[config.mk]
export PLATFORM = sky130hd
export DESIGN_NAME = sram_march_bist
export DESIGN_NICKNAME = d
export VERILOG_FILES = /design/src/rtl/sram_march_bist.sv
export SDC_FILE = /design/constraint.sdc
export NUM_CORES = 1
export LEC_CHECK = 0
export CORE_MARGIN = 5
export CORE_UTILIZATION = 54
export DETAILED_ROUTE_END_ITERATION = 8
export PLACE_DENSITY = 0.83
export SETUP_SLACK_MARGIN = 0.4
export SLEW_MARGIN = 20
export SYNTH_ARGS = -nofsm -noshare
export SYNTH_HDL_FRONTEND = slang
export SYNTH_SLANG_ARGS = --single-unit
export TNS_END_PERCENT = 1
[constraint.sdc]
create_clock -name Clock -period 2.9 [get_ports Clock]
set_clock_uncertainty 0.2 [all_clocks]
set_input_delay 0.58 -clock Clock [delete_from_list [all_inputs] [get_ports Clock]]
set_output_delay 0.58 -clock Clock [all_outputs]
set_load 0.02 [all_outputs]
[src/rtl/sram_march_bist.sv]
// -----------------------------------------------------------------------------
// sram_march_bist
//
// March-style built-in self test for a single-port synchronous SRAM.
//
// A run consists of four passes over the whole array:
//   1. write P(a) ascending
//   2. read and compare P(a) ascending, then drain the read pipeline
//   3. write ~P(a) descending
//   4. read and compare ~P(a) descending, then drain the read pipeline
//
// P(a) is picked by BIST_mode, which is latched when a run starts:
//   0 = address value, 1 = checkerboard, 2 = all zeros, 3 = inverted address.
//
// Ports
//   Clock              in   single rising-edge clock
//   Resetn             in   asynchronous active-low reset
//   BIST_start         in   rising edge requests a run (only honoured when idle)
//   BIST_mode          in   pattern select, latched at run start
//   BIST_address       out  SRAM address
//   BIST_write_data    out  SRAM write data (zero outside write passes)
//   BIST_we_n          out  SRAM write enable, active-low
//   BIST_read_data     in   SRAM read data, valid RD_LAT cycles after address
//   BIST_finish        out  run complete, held until the next run starts
//   BIST_mismatch      out  sticky, at least one read compare failed
//   BIST_fail_address  out  address of the first failing read
//   BIST_error_count   out  saturating count of failing reads
//
// State table
//   state       | meaning
//   S_IDLE      | waiting for start; outputs parked, results held
//   S_WR_UP     | write P(a), a = 0 .. DEPTH-1
//   S_RD_UP     | issue reads expecting P(a), a = 0 .. DEPTH-1
//   S_DRAIN_UP  | RD_LAT cycles letting in-flight reads reach the compare
//   S_WR_DN     | write ~P(a), a = DEPTH-1 .. 0
//   S_RD_DN     | issue reads expecting ~P(a), a = DEPTH-1 .. 0
//   S_DRAIN_DN  | RD_LAT cycles of drain, then finish
// -----------------------------------------------------------------------------
module sram_march_bist #(
    parameter int ADDR_W = 18,
    parameter int DATA_W = 16,
    parameter int RD_LAT = 2,
    parameter int CNT_W  = 16
) (
    input  logic              Clock,
    input  logic              Resetn,
    input  logic              BIST_start,
    input  logic [1:0]        BIST_mode,
    output logic [ADDR_W-1:0] BIST_address,
    output logic [DATA_W-1:0] BIST_write_data,
    output logic              BIST_we_n,
    input  logic [DATA_W-1:0] BIST_read_data,
    output logic              BIST_finish,
    output logic              BIST_mismatch,
    output logic [ADDR_W-1:0] BIST_fail_address,
    output logic [CNT_W-1:0]  BIST_error_count
);

    localparam logic [ADDR_W-1:0] ADDR_LAST = {ADDR_W{1'b1}};
    localparam int                DRN_W     = (RD_LAT > 1) ? $clog2(RD_LAT) : 1;
    localparam logic [DRN_W-1:0]  DRN_LOAD  = DRN_W'(RD_LAT - 1);

    typedef enum logic [2:0] {
        S_IDLE,
        S_WR_UP,
        S_RD_UP,
        S_DRAIN_UP,
        S_WR_DN,
        S_RD_DN,
        S_DRAIN_DN
    } state_t;

    state_t                          state_q, state_d;
    logic [ADDR_W-1:0]               addr_q, addr_d;
    logic [DRN_W-1:0]                drain_q, drain_d;
    logic [1:0]                      mode_q, mode_d;
    logic                            finish_q, finish_d;
    logic                            mism_q, mism_d;
    logic [ADDR_W-1:0]               fail_q, fail_d;
    logic [CNT_W-1:0]                err_q, err_d;

    logic                            start_q;
    logic                            arm_q;
    logic                            start_det_q;

    logic [RD_LAT-1:0]               pv_q;
    logic [RD_LAT-1:0][DATA_W-1:0]   pexp_q;
    logic [RD_LAT-1:0][ADDR_W-1:0]   paddr_q;

    logic                            rd_push;
    logic [DATA_W-1:0]               rd_exp;
    logic                            run_clear;
    logic                            cmp_fail;

    function automatic logic [DATA_W-1:0] pat_f(input logic [ADDR_W-1:0] a,
                                                input logic [1:0]        m);
        logic [DATA_W-1:0] lin;
        lin = DATA_W'(a);
        case (m)
            2'd0:    pat_f = lin;
            2'd1:    pat_f = a[0] ? {(DATA_W/2){2'b01}} : {(DATA_W/2){2'b10}};
            2'd2:    pat_f = '0;
            default: pat_f = ~lin;
        endcase
    endfunction

    // Start detection. arm_q is only set once BIST_start has been seen low
    // after reset, so a start level held high through reset release is not
    // mistaken for a fresh rising edge.
    always_ff @(posedge Clock or negedge Resetn) begin
        if (!Resetn) begin
            start_q     <= 1'b0;
            arm_q       <= 1'b0;
            start_det_q <= 1'b0;
        end else begin
            start_q     <= BIST_start;
            arm_q       <= arm_q | ~BIST_start;
            start_det_q <= BIST_start & ~start_q & arm_q & (state_q == S_IDLE);
        end
    end

    always_ff @(posedge Clock or negedge Resetn) begin
        if (!Resetn) begin
            state_q  <= S_IDLE;
            addr_q   <= '0;
            drain_q  <= '0;
            mode_q   <= '0;
            finish_q <= 1'b0;
            mism_q   <= 1'b0;
            fail_q   <= '0;
            err_q    <= '0;
        end else begin
            state_q  <= state_d;
            addr_q   <= addr_d;
            drain_q  <= drain_d;
            mode_q   <= mode_d;
            finish_q <= finish_d;
            mism_q   <= mism_d;
            fail_q   <= fail_d;
            err_q    <= err_d;
        end
    end

    always_comb begin
        state_d         = state_q;
        addr_d          = addr_q;
        drain_d         = drain_q;
        mode_d          = mode_q;
        finish_d        = finish_q;
        run_clear       = 1'b0;
        rd_push         = 1'b0;
        rd_exp          = '0;
        BIST_we_n       = 1'b1;
        BIST_write_data = '0;

        case (state_q)
            S_IDLE: begin
                if (start_det_q) begin
                    state_d   = S_WR_UP;
                    addr_d    = '0;
                    mode_d    = BIST_mode;
                    finish_d  = 1'b0;
                    run_clear = 1'b1;
                end
            end
            S_WR_UP: begin
                BIST_we_n       = 1'b0;
                BIST_write_data = pat_f(addr_q, mode_q);
                if (addr_q == ADDR_LAST) begin
                    state_d = S_RD_UP;
                    addr_d  = '0;
                end else begin
                    addr_d  = addr_q + ADDR_W'(1);
                end
            end
            S_RD_UP: begin
                rd_push = 1'b1;
                rd_exp  = pat_f(addr_q, mode_q);
                if (addr_q == ADDR_LAST) begin
                    state_d = S_DRAIN_UP;
                    drain_d = DRN_LOAD;
                end else begin
                    addr_d  = addr_q + ADDR_W'(1);
                end
            end
            S_DRAIN_UP: begin
                if (drain_q == '0) begin
                    state_d = S_WR_DN;
                    addr_d  = ADDR_LAST;
                end else begin
                    drain_d = drain_q - DRN_W'(1);
                end
            end
            S_WR_DN: begin
                BIST_we_n       = 1'b0;
                BIST_write_data = ~pat_f(addr_q, mode_q);
                if (addr_q == '0) begin
                    state_d = S_RD_DN;
                    addr_d  = ADDR_LAST;
                end else begin
                    addr_d  = addr_q - ADDR_W'(1);
                end
            end
            S_RD_DN: begin
                rd_push = 1'b1;
                rd_exp  = ~pat_f(addr_q, mode_q);
                if (addr_q == '0) begin
                    state_d = S_DRAIN_DN;
                    drain_d = DRN_LOAD;
                end else begin
                    addr_d  = addr_q - ADDR_W'(1);
                end
            end
            S_DRAIN_DN: begin
                if (drain_q == '0) begin
                    state_d  = S_IDLE;
                    addr_d   = '0;
                    finish_d = 1'b1;
                end else begin
                    drain_d  = drain_q - DRN_W'(1);
                end
            end
            default: begin
                state_d = S_IDLE;
                addr_d  = '0;
            end
        endcase
    end

    // Read compare pipeline: expected data and address ride alongside the
    // SRAM read latency so the compare lines up with BIST_read_data.
    always_ff @(posedge Clock or negedge Resetn) begin
        if (!Resetn) begin
            pv_q    <= '0;
            pexp_q  <= '0;
            paddr_q <= '0;
        end else begin
            pv_q[0]    <= rd_push;
            pexp_q[0]  <= rd_exp;
            paddr_q[0] <= addr_q;
            for (int i = 1; i < RD_LAT; i++) begin
                pv_q[i]    <= pv_q[i-1];
                pexp_q[i]  <= pexp_q[i-1];
                paddr_q[i] <= paddr_q[i-1];
            end
        end
    end

    assign cmp_fail = pv_q[RD_LAT-1] && (BIST_read_data != pexp_q[RD_LAT-1]);

    always_comb begin
        mism_d = mism_q;
        fail_d = fail_q;
        err_d  = err_q;
        if (run_clear) begin
            mism_d = 1'b0;
            fail_d = '0;
            err_d  = '0;
        end else if (cmp_fail) begin
            mism_d = 1'b1;
            // Only the first failure of a run is recorded.
            if (!mism_q) begin
                fail_d = paddr_q[RD_LAT-1];
            end
            if (err_q != {CNT_W{1'b1}}) begin
                err_d = err_q + CNT_W'(1);
            end
        end
    end

    assign BIST_address      = addr_q;
    assign BIST_finish       = finish_q;
    assign BIST_mismatch     = mism_q;
    assign BIST_fail_address = fail_q;
    assign BIST_error_count  = err_q;

endmodule

## After elaboration in Yosys (flattened, before gate mapping)

Cells that the tools add are included.

| word-level totals | value |
|---|---|
| input bits | 21 |
| bits in registers | 133 |
| word-level logic and storage cells | 109 |
| output and inout port bits | 71 |

| cells by class | value |
|---|---|
| reduce and logical (&&, ||, !) cells | 18 |
| multiplexer cells | 41 |
| equality and inequality tests | 21 |
| add/sub/neg operators | 4 |
| bitwise operators | 9 |

Operator list:

| cell | number |
|---|---|
| $mux 18 | 10 |
| $pmux 18 s7 | 1 |
| $mux 16 | 6 |
| $pmux 16 s2 | 2 |
| $not 16->16 | 3 |
| $pmux 16 s3 | 1 |
| $mux 3 | 7 |
| $pmux 3 s7 | 1 |
| $add 18x1->18 const B | 1 |
| $eq 18x18->1 const B | 1 |
| $logic_not 18->1 | 1 |
| $ne 2x2->1 const B | 9 |
| $sub 18x1->18 const B | 1 |
| $add 16x1->16 const B | 1 |
| $ne 16x16->1 | 1 |
| $ne 16x16->1 const B | 1 |
| $mux 1 | 11 |
| $eq 3x3->1 const B | 3 |
| $reduce_and 7->1 | 1 |
| $eq 3x2->1 const B | 2 |
| $reduce_and 2->1 | 3 |
| $reduce_and 3->1 | 2 |
| $reduce_bool 2->1 | 3 |
| $reduce_or 2->1 | 3 |
| other kinds (15) | 18 |

## Longest topological paths before layout

Gate-level depths: netlist of the first run.

| depth | value |
|---|---|
| depth in word-level cells | 5 |
| gate-level depth with buffers | 11 |
| depth with buffers taken out | 7 |

## Worst setup path after synthesis of the first run

Ideal clock, no wire load.

| timing | value |
|---|---|
| path kind | reg-to-reg |
| from | register addr_q[14], in the netlist BIST_address[14] |
| to | register addr_q[15], in the netlist BIST_address[15] |
| stages on the path, launching flop included | 10 |
| data required time | 2.572 ns |
| path slack | 0.104 ns |
| period minus slack after synthesis | 2.796 ns |
| setup time | 0.128 ns |
| buffers on the path | 3 |
| arrival | 2.468 ns |
| path through | dfrtp_1 > buf_6 > or3_1 > or4_1 > or3_1 > buf_6 > o211a_4 > buf_6 > a31oi_2 > o22ai_2 |

| between the ends | value |
|---|---|
| word-level cells in the longest chain between the ends | 3 |
| elaborated cells on any way between the ends | 12 |
| those cells by class | add/sub: 2; eq/ne: 3; mux: 5; reduce/logical: 2 |

Ends and longest elaborated chain:

| what | line | source |
|---|---|---|
| start, declared | 74 | `logic [ADDR_W-1:0] addr_q, addr_d;` |
| start signal, assigned | 134 | `addr_q <= addr_d;` |
| $sub 18x1->18, or another cell as far along | 201, 211 |  |
| $mux 18, or another cell as far along | 207 | `if (addr_q == '0) begin` |
| $pmux 18 s7 or $reduce_and 5->1 (tied branches) | n/a |  |

Several ways; a longest one is shown, not always the timed one. The select of a mux whose other input is x is not followed.
A chain may end at the register's enable or synchronous reset.

## Final worst setup path of the first run

| timing | value |
|---|---|
| from | register mode_q[1] |
| to | output port BIST_write_data[8] |

| between the ends | value |
|---|---|
| word-level cells in the longest chain between the ends | 5 |
| elaborated cells on any way between the ends | 7 |
| those cells by class | eq/ne: 2; mux: 3; bitwise: 1; reduce/logical: 1 |

Ends and longest elaborated chain:

| what | line | source |
|---|---|---|
| start, declared | 76 | `logic [1:0] mode_q, mode_d;` |
| start signal, assigned | 136 | `mode_q <= mode_d;` |
| $eq 2x2->1, or another cell as far along | 99 | `case (m)` |
| $pmux 16 s3 (*) | 99 |  |
| $mux 16 | 156 | `case (state_q)` |
| $not 16->16 | 196 | `BIST_write_data = ~pat_f(addr_q, mode_q);` |
| $pmux 16 s2 (*) | 156 |  |
| end, declared | 50 | `output logic [DATA_W-1:0] BIST_write_data,` |

Mark *: on every way between the ends. The rest lies on a longest branch, timed or not. The select of a mux whose other input is x is not followed.

==> results of run 1 <==
==> cells by family (layout without fill, tap and decap cells) <==
family          after synthesis  count (layout)  share of synthesized area (%)
fa+ha+maj                     4               4                          0.744
mux                           1               1                          0.157
simple gates                231             231                           17.5
compound gates              193             193                           20.8
flops                       133             133                           52.1
xor+xnor                     29              29                           3.97
buf+inv                      66             228                           4.76
==> worst max path at each step <==
stage / startpoint / to / slack [ns] / cells past startpoint
after floorplan: BIST_address[14] / BIST_address[15] / 0.13 / 9
final: mode_q[1] / BIST_write_data[8] / 0.15 / 7
after global placement: BIST_read_data[7] / BIST_fail_address[0] / 0.08 / 6
after global routing: BIST_address[9] / BIST_address[15] / 0.06 / 7
after CTS: BIST_address[13] / BIST_address[13] / 0.20 / 8
after detailed placement: BIST_read_data[8] / BIST_fail_address[0] / -0.04 / 6
==> report_power, final <==
part | internal, W | switching, W | total, W | leakage [nW]
combinational | 0.00103 | 0.00145 | 0.00248 | 1.74
sequential | 0.00212 | 0.000213 | 0.00234 | 1.75
clock | 0.00134 | 0.000825 | 0.00217 | 0.281
==> synth_stat cells (all sizes together), types with 3 or more instances <==
library cell	count	area [um2]
a2111oi	3	26.3
a211oi	7	62.6
a21oi	49	249
a221oi	3	26.3
a22o	19	166
a31oi	10	68.8
and2	3	18.8
and3	6	37.5
and4	3	26.3
buf	15	113
clkbuf	31	116
dfrtp	133	3330
ha	3	37.5
inv	20	75.1
nand2	80	300
nand2b	3	18.8
nand3	20	105
nand4	13	81.3
nor2	54	203
nor2b	3	18.8
nor3	15	75.1
nor4	7	50.1
o211ai	6	50.1
o21a	3	22.5
o21ai	54	293
o22ai	8	56.3
o311ai	3	26.3
o31ai	4	30.0
o41ai	3	26.3
or3	10	62.6
or4	9	67.6
xnor2	25	219
xor2	4	35.0
==> registers in the layout, summed over array words and instances, names as in the netlist <==
name	flops
BIST_address	18
paddr_q	36
arm_q	1
pexp_q	32
BIST_mismatch	1
state_q	3
pv_q	2
BIST_finish	1
start_q	1
BIST_fail_address	18
drain_q	1
mode_q	2
BIST_error_count	16
start_det_q	1
==> layer usage <==
metal | up-vias | track usage, % | wire length, um
li1 | 2684 | - | -
met1 | 2970 | 37.8 | 7990
met2 | 356 | 49.2 | 10300
met3 | 54 | 6.78 | 1720
met4 | 0 | 12.2 | 580
met5 | - | 0 | 0
==> area by class of cell <==
class                      count  area (um2)
clock buffer                  23         478
clock inverter                 9         118
fill                         781        2860
inverter                      20        75.1
multi-input combinational    458        2890
sequential                   133        3330
tap                          143         179
timing repair buffer         176        1580
==> timing repair <==
action | CTS | global route
hold buffers | 1 | 0
hold endpoints to repair | 35 | 0
buffers inserted | 2 | 0
pin swaps | 5 | 0
endpoints found under the setup margin | 60 | 70
gates cloned | 1 | 0
gates resized for setup | 116 | 1
==> per-stage QoR <==
| stage | setup TNS (ns) | utilization [%] |
|---|---|---|
| 2_1_floorplan | 0 | - |
| 3_3_place_gp | 0 | 68.6 |
| 3_5_place_dp | -0.630 | 68.6 |
| 4_1_cts | 0 | 75.2 |
| 5_1_grt | 0 | 75.2 |
| 6_report | 0 | 75.2 |
==> flow_summary_export.csv, run 1 <==
group,metric,value,unit
clocking,insertion_delay,0.42,ns
synth,netlist_instances,657,
final_layout,mostFrequentLayoutCell,"dfrtp_1",
global_route,grt_pass1_vias,6097,
sta,period_share,94.9,%
worst_hold_path,whs_path_depth,0,
worst_setup_path,r2r_slack,0.15,ns
floorplan,dieArea,0.0141,mm2
worst_setup_path,path_delay_family,"compound AO/OA/AOI/OAI gates",
placed_design,post-place-cells,926,
final_layout,syn_to_final_growth,35.4,%
placed_design,place_ws,-0.0449,ns
sta,slew_violations,0,
floorplan,core_area,0.0115,mm2
placed_design,portBuffers,91,
final_layout,layout.cells.non_filler,962,
sta,setup_viol,0,
sta,fin_crit,2.75,ns
worst_setup_path,r2r_end,"BIST_address[11]",
sta,relSlewSlack,56.3,%
worst_setup_path,critPathKind,"flop to primary output",
synth,netlist_area,0.00639,mm2
final_layout,drive_above_1_share,22.3,%
worst_setup_path,crit_path_frequent_cell,"nor2_1",
floorplan,rows,39,
routing,wl_per_cell,21.4,um
placed_design,place_congestion,0.938,
worst_setup_path,crit_path_end_kind,"primary output",
global_route,grt_use_total,29.7,%
floorplan,fp.dieH,119,um
routing,drcViolationCount,0,
floorplan,start_util,55.5,%
routing,vias,6064,
worst_setup_path,r2r_cells,8,
synth,ys.flop_type,"dfrtp_1",
worst_hold_path,hold_path_class,"flop to flop",
power_and_ir_drop,p_leak,3.77,nW
clocking,clock-sinks,133,
synth,synth-edff-count,0,
clocking,cts_tree,"done",
synth,synth_fp_nets,681,
floorplan,die_w,119,um
final_layout,final_cell_mix,"dfrtp_1 (128), nand2_1 (79), buf_4 (76)",
synth,synth-async-reset-ratio,100,%
synth,synth-seq-area-share,52.1,%
worst_setup_path,crit_slowest_cell,"dfrtp_2",
final_layout,antenna_cells,0,
routing,firstDrtPassIters,5,
synth,ys_seq_elements,133,
global_route,antenna_found_initial,0,
routing,drt-initial-drc-count,836,
final_layout,final_nets,830,
routing,viasPerCell,6.30,
clocking,cts-root-buf,"clkbuf_16",
job,max-cap-violations,0,
worst_setup_path,worst-path-buf-inv,2,
worst_setup_path,crit_path_start_kind,"flop",
worst_setup_path,timing.rr.start,"BIST_address[13]",
global_route,grt_pass1_wl,33.2,mm
placed_design,place_area,0.00790,mm2
synth,avgSynthCellArea,9.73,um2
sta,setup_ws,0.147,ns
floorplan,ioPinCount,92,
clocking,htree_levels,4,
final_layout,design_area,0.00866,mm2
synth,yosys_warnings,0,
worst_setup_path,path_cells,"o21ai_1 -> buf_4 -> nor2_1 -> a21oi_2 -> nor2_1 -> a21oi_1 -> clkdlybuf4s15_2",
worst_setup_path,arrival,1.97,ns
worst_hold_path,min_from,"paddr_q[5]",
synth,synth_cell_types,70,
worst_hold_path,whs_endpoint,"paddr_q[23]",
global_route,overflow,0,
clocking,clockBufferDepth,2,
worst_setup_path,slowest_delay,0.48,ns
clocking,clkTransAtPathRegs,0.06,ns
power_and_ir_drop,power_density,807,mW/mm2
global_route,grt_max_degree,54,
sta,rsz0062_at_grt,"true",
worst_setup_path,required,2.12,ns
worst_setup_path,path_max_fanout,7,
sta,worst_pin_slew,0.655,ns
status,outcome,"finished, final reports clean",
routing,routed_wl,20.6,mm
sta,hold_slack,0.142,ns
clocking,cts_made_buffers,17,
sta,max_freq,0.363,GHz
routing,antenna_left,0,
sta,finalHoldViolCount,0,
power_and_ir_drop,peakVddDrop,0.000629,V
power_and_ir_drop,total_power,0.00698,W
placed_design,hpwl,13.8,mm
No activity file was read; power rests on OpenSTA's default activity.
==> run 2, diff against run 1 <==
- SETUP_SLACK_MARGIN: 0.4 -> 0.5
==> results of run 2 <==
No change in the layout: final DEF, timing and power equal those of run 1.
==> run 3, diff against run 2 <==
- CORE_ASPECT_RATIO: default -> 1.5
- GPL_ROUTABILITY_DRIVEN: default -> 0
- RECOVER_POWER: default -> 50
==> run 3 against run 2 <==
- global-route usage shrank 2.0 points
- routed wire length shrank 7.4%
- critical path depth grew 1
- sequential share of layout area is 0.78 points higher
- flip-flop and latch count unchanged
- maximum frequency is 0.27% lower
- clock power decreased by 8%
- final area down 2.0%
- utilization decreased by 1.6 points
- worst setup slack worse by 0.0074 ns
- total power shrank 3.2%
- first-iteration DRC count is 22% lower
==> flow_summary_export.csv, run 3 (synthesis gave the netlist of run 1 again) <==
group,metric,value,unit
status,outcome,"finished, final reports clean",
power_and_ir_drop,total_power,0.00676,W
clocking,clockBufferDepth,2,
worst_hold_path,whs_path_depth,0,
global_route,grt_pass1_vias,6057,
global_route,grt_use_total,27.7,%
worst_setup_path,cp-startpoint,"BIST_address[1]",
routing,drt-initial-drc-count,652,
routing,wl_per_cell,19.9,um
final_layout,syn_to_final_growth,32.7,%
sta,setup-tns-final,0,ns
floorplan,die_w,98.8,um
final_layout,reg.largest.list,"paddr_q x36, pexp_q x32",
placed_design,place_area,0.00777,mm2
sta,fin_crit,2.76,ns
final_layout,final_nets,817,
sta,slew_violations,0,
worst_setup_path,path_cells,"ha_1 -> nand2_1 -> or4_4 -> o21ai_4 -> nand2_2 -> buf_4 -> o41ai_2 -> o311ai_1",
worst_hold_path,min_from,"pexp_q[15]",
worst_setup_path,critPathKind,"flop to flop",
worst_setup_path,slowest_delay,0.57,ns
routing,viasPerCell,6.36,
worst_setup_path,r2r_slack,0.14,ns
sta,finalHoldViolCount,0,
routing,drcViolationCount,0,
power_and_ir_drop,p_leak,3.68,nW
clocking,cts-root-buf,"clkbuf_16",
final_layout,design_area,0.00848,mm2
clocking,cts_made_buffers,17,
final_layout,antenna_cells,0,
job,max-cap-violations,0,
sta,period_share,95.2,%
worst_setup_path,path_delay_family,"simple AND/OR/NAND/NOR gates",
worst_setup_path,crit_path_end_kind,"flop",
final_layout,multi_input_area,0.00293,mm2
routing,antenna_left,0,
global_route,overflow,0,
routing,firstDrtPassIters,6,
worst_setup_path,cp_num_cells,8,
worst_setup_path,crit_slowest_cell,"dfrtp_1",
clocking,insertion_delay,0.41,ns
final_layout,drive_above_1_share,20.9,%
worst_setup_path,path_max_fanout,8,
floorplan,fp.dieH,143,um
routing,routed_wl,19.0,mm
floorplan,start_util,55.4,%
final_layout,mostFrequentLayoutCell,"dfrtp_1",
global_route,grt_pass1_wl,31.0,mm
worst_setup_path,r2r_cells,8,
sta,max_freq,0.362,GHz
worst_setup_path,timing.rr.start,"BIST_address[1]",
clocking,cts_tree,"done",
placed_design,hpwl,12.6,mm
floorplan,core_area,0.0115,mm2
final_layout,largest_reg_flops,36,
worst_setup_path,required,2.97,ns
worst_hold_path,hold_path_class,"flop to flop",
clocking,clock-sinks,133,
global_route,antenna_found_initial,0,
power_and_ir_drop,power_density,797,mW/mm2
final_layout,ff_latch_area,0.00333,mm2
final_layout,largest_register,"paddr_q",
final_layout,final_cell_mix,"dfrtp_1 (129), nand2_1 (76), clkdlybuf4s50_1 (72)",
sta,setup_viol,0,
final_layout,fillCellCount,770,
clocking,clkTransAtPathRegs,0.06,ns
worst_setup_path,crit_path_start_kind,"flop",
power_and_ir_drop,peakVddDrop,0.000730,V
placed_design,portBuffers,91,
clocking,htree_levels,4,
floorplan,rows,48,
floorplan,ioPinCount,92,
sta,worst_pin_slew,0.995,ns
floorplan,dieArea,0.0142,mm2
worst_setup_path,arrival,2.83,ns
worst_setup_path,worst-path-buf-inv,1,
global_route,grt_max_degree,62,
routing,vias,6078,
sta,relSlewSlack,33.6,%
sta,rsz0062_at_grt,"true",
## run 3: metal layers
| metal | track usage (%) | vias up | share of wire, % |
|---|---|---|---|
| met1 | 32.5 | 2862 | 35 |
| met3 | 6.16 | 127 | 8.6 |
| li1 | - | 2643 | - |
| met4 | 18.8 | 0 | 7.2 |
| met5 | 0 | - | 0 |
| met2 | 45.4 | 446 | 49 |
## run 3: worst register-to-register path, delay by kind of cell (launching register included)
family | cells | cell delay (ns)
fa+ha+maj | 1 | 0.26
buf+inv | 1 | 0.21
flops | 1 | 0.57
compound gates | 3 | 0.58
simple gates | 3 | 0.79
## run 3: area by class of cell
cell class | count | area share, %
Sequential cell | 133 | 39.3
Multi-Input combinational cell | 458 | 34.6
Timing Repair Buffer | 163 | 16.5
Clock buffer | 19 | 5.22
Tap cell | 150 | 2.21
Clock inverter | 12 | 1.25
Inverter | 20 | 0.885
## run 3: timing repair
action,in CTS,in global routing
resized for setup,114,26
hold endpoints to repair,38,0
hold buffers,1,0
setup buffers,4,2
endpoints found under the setup margin,73,81
pin swaps,4,4
## run 3: where the power goes
group	leakage, nW	switching, W	internal, W
clock network	0.261	0.000802	0.00119
registers	1.75	0.000239	0.00212
logic	1.67	0.00145	0.000953
total	3.68	0.00249	0.00427
## run 3: stage by stage
step	worst slack, ns	hold WS (ns)	cells	util [%]
CTS	0.239	0.142	953	73.2
floorplan	0.131	0.0844	657	-
global route	0.0782	0.147	955	73.5
finish	0.140	0.144	955	73.5
detailed placement	-0.00843	0.135	917	67.4
global placement	0.0558	0.133	917	67.4
## run 3: path summary, 6_finish.rpt
check,to
min reg2reg,pexp_q[31]
min in group asynchronous,paddr_q[20]
min,pexp_q[31]
max reg2reg,BIST_address[10]
max,BIST_address[10]
max in group asynchronous,paddr_q[7]
